[src/rtl/sync_fifo_prog.sv]
// Single-clock FIFO with a selectable read mode (registered or FWFT), programmable
// almost-full/almost-empty watermarks, an occupancy count, sticky error flags and a flush.
module sync_fifo_prog #(
    parameter int FIFO_DEPTH = 8,
    parameter int FIFO_WIDTH = 64,
    parameter int FWFT       = 0,
    parameter int PTR_WIDTH  = $clog2(FIFO_DEPTH)
) (
    input  logic                  clk,
    input  logic                  rst_n,
    input  logic                  wr_en,
    input  logic [FIFO_WIDTH-1:0] data_in,
    input  logic                  rd_en,
    output logic [FIFO_WIDTH-1:0] data_out,
    input  logic                  flush,
    input  logic                  clr_err,
    input  logic [PTR_WIDTH:0]    af_thresh,
    input  logic [PTR_WIDTH:0]    ae_thresh,
    output logic [PTR_WIDTH:0]    fill_count,
    output logic                  fifo_full,
    output logic                  fifo_empty,
    output logic                  almost_full,
    output logic                  almost_empty,
    output logic                  overflow,
    output logic                  underflow
);

    localparam logic [PTR_WIDTH:0]   DEPTH_C = FIFO_DEPTH[PTR_WIDTH:0];
    localparam logic [PTR_WIDTH-1:0] PTR_ONE = 1;
    localparam logic [PTR_WIDTH:0]   CNT_ONE = 1;

    logic [FIFO_WIDTH-1:0] mem [FIFO_DEPTH];
    logic [PTR_WIDTH-1:0]  wptr, rptr;
    logic [PTR_WIDTH:0]    count;
    logic                  rd_ok, wr_ok, rd_acc, wr_acc;

    assign fill_count   = count;
    assign fifo_empty   = (count == '0);
    assign fifo_full    = (count == DEPTH_C);
    assign almost_full  = (count >= af_thresh);
    assign almost_empty = (count <= ae_thresh);

    // A full FIFO still takes a write when a read frees a slot in the same cycle.
    assign rd_ok  = rd_en & ~fifo_empty;
    assign wr_ok  = wr_en & (~fifo_full | rd_ok);
    assign rd_acc = rd_ok & ~flush;
    assign wr_acc = wr_ok & ~flush;

    always_ff @(posedge clk or negedge rst_n) begin
        if (!rst_n) begin
            wptr  <= '0;
            rptr  <= '0;
            count <= '0;
        end else if (flush) begin
            wptr  <= '0;
            rptr  <= '0;
            count <= '0;
        end else begin
            if (wr_acc) wptr <= wptr + PTR_ONE;
            if (rd_acc) rptr <= rptr + PTR_ONE;
            case ({wr_acc, rd_acc})
                2'b10:   count <= count + CNT_ONE;
                2'b01:   count <= count - CNT_ONE;
                default: count <= count;
            endcase
        end
    end

    always_ff @(posedge clk) begin
        if (wr_acc) mem[wptr] <= data_in;
    end

    // Set beats clear; a flush cycle leaves both flags untouched.
    always_ff @(posedge clk or negedge rst_n) begin
        if (!rst_n) begin
            overflow  <= 1'b0;
            underflow <= 1'b0;
        end else if (!flush) begin
            if (wr_en && !wr_ok)  overflow <= 1'b1;
            else if (clr_err)     overflow <= 1'b0;
            if (rd_en && !rd_ok)  underflow <= 1'b1;
            else if (clr_err)     underflow <= 1'b0;
        end
    end

    generate
        if (FWFT != 0) begin : g_fwft
            assign data_out = mem[rptr];
        end else begin : g_reg
            logic [FIFO_WIDTH-1:0] dout_q;
            always_ff @(posedge clk or negedge rst_n) begin
                if (!rst_n)      dout_q <= '0;
                else if (rd_acc) dout_q <= mem[rptr];
            end
            assign data_out = dout_q;
        end
    endgenerate

endmodule

[config.mk]
export PLATFORM = sky130hd
export DESIGN_NAME = sync_fifo_prog
export DESIGN_NICKNAME = d
export VERILOG_FILES = /design/src/rtl/sync_fifo_prog.sv
export SDC_FILE = /design/constraint.sdc
export NUM_CORES = 1
export LEC_CHECK = 0
export CORE_ASPECT_RATIO = 0.6
export CORE_MARGIN = 5
export CORE_UTILIZATION = 53
export CTS_CLUSTER_DIAMETER = 120
export DETAILED_ROUTE_END_ITERATION = 8
export PLACE_DENSITY = 0.77
export SLEW_MARGIN = 20
export SYNTH_ARGS = -nofsm -noshare
export SYNTH_HDL_FRONTEND = slang
export SYNTH_SLANG_ARGS = --single-unit
[constraint.sdc]
create_clock -name clk -period 6.2 [get_ports clk]
set_input_delay 0.93 -clock clk [delete_from_list [all_inputs] [get_ports clk]]
set_output_delay 0.93 -clock clk [all_outputs]
set_load 0.01 [all_outputs]
==> metrics.cfg <==
[setup_path]
crit_end=almost_empty
worstPathArrival_ps=2890
end_kind=output pin
critPathKind=input port to output pin
crit_required_ps=5270
reg2reg_slack_ps=2880
crit_path_cell_trace=clkdlybuf4s50_1 > inv_1 > ha_1 > nor2b_1 > o21a_1 > o21a_1 > o21ai_0 > clkdlybuf4s50_1
crit_fanout=2
crit_slowest_cell=clkdlybuf4s50_1
r2r_cells=5
start_kind=input port
r2r-end=mem[5][7]
slowest_delay_ps=570
timing.rr.start=fill_count[1]
startpoint=ae_thresh[1]

[clock_network]
cts_hold_buffers=0
ctsRootBufferMaster=clkbuf_16
cts_tree=done
numClockSinks=588
cts_resized=0
post_cts_buffers=0
cts.path.max_buffers=3
numCtsBuffers=51
clk_pin_slew_ps=60
cts_max_level=2
clk_latency_ps=570

[sta]
tightest_slew_ps=1110
period_share=0.616
setup_viol=0
slew_headroom=0.263
finalMaxSlewViolations=0
rsz0062_at_grt=no
hold_viol_final=0
fin_skew_ps=16.6
setup_tns_ps=0
max_freq_mhz=262
fin_crit_ps=3820

[grt]
grt_pass1_vias=11354
overflow=0
grt_max_degree=96
antenna_found_initial=1
grt_pass1_wl_mm=69.6
track_usage=0.190

[detailed_routing]
final_antenna_net_count=0
vias=10616
vias_per_cell=5.70
drc=0
drt_iter0_drc=860
drtPass1Iterations=5
drt_wl_total_mm=45.0
detail_route.wl_per_cell_um=24.2

[placement]
numPortBuffers=151
dp.cells=1769
gp_congestion=0.748
dp_hpwl_mm=24.2
place_area_um2=25200

[die]
die_area_um2=48100
fp-row-count=59
die_h_um=172
start_util=0.536
io_pins=152
core_area_um2=43300
die_width_um=280

[layout]
area_growth_pct=16.6
num-fill-cells=2922
multiInputGateArea_um2=5520
register_area_um2=17300
drive_gt1_frac=0.283
fin_area_um2=27000
instances_no_fill=1864
num_antenna_cells=0
utilization=0.625
nNetsFinal=1333

[logic_synthesis]
syn_area_um2=23200
netlist_instances=1077
synthesis.nets=1167
synth_common_cells=edfxtp_1, mux4_2, dfrtp_1
async_reset_ff_frac=0.129
yosysMostFrequentCell=edfxtp_1
post-synth-top-area-cell=edfxtp_1
ys_ff_latch=588
ys_types=46
synth-edff-count=512
ys_warn_count=0
synth_ff_type=edfxtp_1
synth_area_per_cell_um2=21.5
synth_seq_area_share=0.745
synth_area_leaders=edfxtp_1, mux4_2, dfrtp_1, mux2i_1, nor2_4
synth_top_area_share=0.663

[power]
ir_drop_uv=257
p_per_area_nw_per_um2=401
leakage_nw=8.46

[flow_run]
drv_cap=0

[min_path]
hold_class=input port to asynchronous set/reset pin

[run_status]
outcome=finished clean

report_power, final:
part	total (mW)	leakage (nW)	switching, mW	internal [mW]
registers	4.96	5.49	0.359	4.60
clock network	3.38	0.873	1.36	2.02
logic	2.50	2.10	1.12	1.39
total	10.8	8.46	2.84	8.01
logic make-up after synthesis:
kind of cell | after synthesis | synth area share
AOI/OAI and AO/OA | 89 | 0.0315
buffers and inverters | 65 | 0.0197
adders and majority gates | 12 | 0.00648
xor gates and xnor gates | 5 | 0.00189
and+or+nand+nor | 124 | 0.0420
DFF | 588 | 0.745
muxes | 194 | 0.153
placed cells by master (no fill, tap or decap), types with 13 or more instances in the layout:
| cell | n |
|---|---|
| edfxtp_1 | 512 |
| nor2_1 | 16 |
| nand2_1 | 13 |
| mux4_2 | 128 |
| a21oi_2 | 65 |
| mux2i_1 | 64 |
| buf_4 | 18 |
| nor2_4 | 63 |
| dfrtp_1 | 73 |
| clkbuf_16 | 53 |
| clkbuf_1 | 14 |
| clkdlybuf4s50_1 | 150 |
per-layer routing:
metal	track usage	share of wire	up-vias
met2	0.319	0.50	324
met5	0	0.00024	-
met1	0.269	0.43	5542
met3	0.0340	0.058	62
met4	0.0406	0.018	2
li1	-	-	4686
layout make-up:
| class | instances | area share |
|---|---|---|
| flip-flops and latches | 588 | 0.640 |
| clock inverters | 22 | 0.0127 |
| well taps | 579 | 0.0268 |
| multi-input cells | 424 | 0.204 |
| clock buffers | 73 | 0.0541 |
| repair buffers | 169 | 0.0613 |
| inverters | 9 | 0.00144 |
stage by stage:
step / hold WS [ps] / total power, mW / worst slack (ps)
floorplan: 510 / 6.75 / 1120
global placement: 479 / 7.53 / 2130
detailed placement: 480 / 7.58 / 1980
CTS: 246 / 11.0 / 2400
global route: 257 / 11.4 / 2330
finish: 254 / 10.8 / 2380
worst max-delay path, delay by kind of cell:
family / cells / cell delay, ps
AND/OR/NAND/NOR: 1 / 140
AO/OA/AOI/OAI: 3 / 470
adder cells (fa/ha/maj): 1 / 290
buffers and inverters: 3 / 1060
how the worst min path moves through the flow:
stage | from | end | slack [ps] | cells past startpoint
finish | rst_n | overflow | 250 | 1
global route | rst_n | overflow | 260 | 1
CTS | rst_n | underflow | 250 | 1
detailed placement | underflow | underflow | 480 | 2
global placement | underflow | underflow | 480 | 2
floorplan | overflow | overflow | 510 | 2
flip-flops by register name, indices dropped and copies added (netlist names):
signal	flops
underflow	1
wptr	3
mem	512
fill_count	4
overflow	1
rptr	3
data_out	64
No activity file was read; power rests on OpenSTA's default activity.
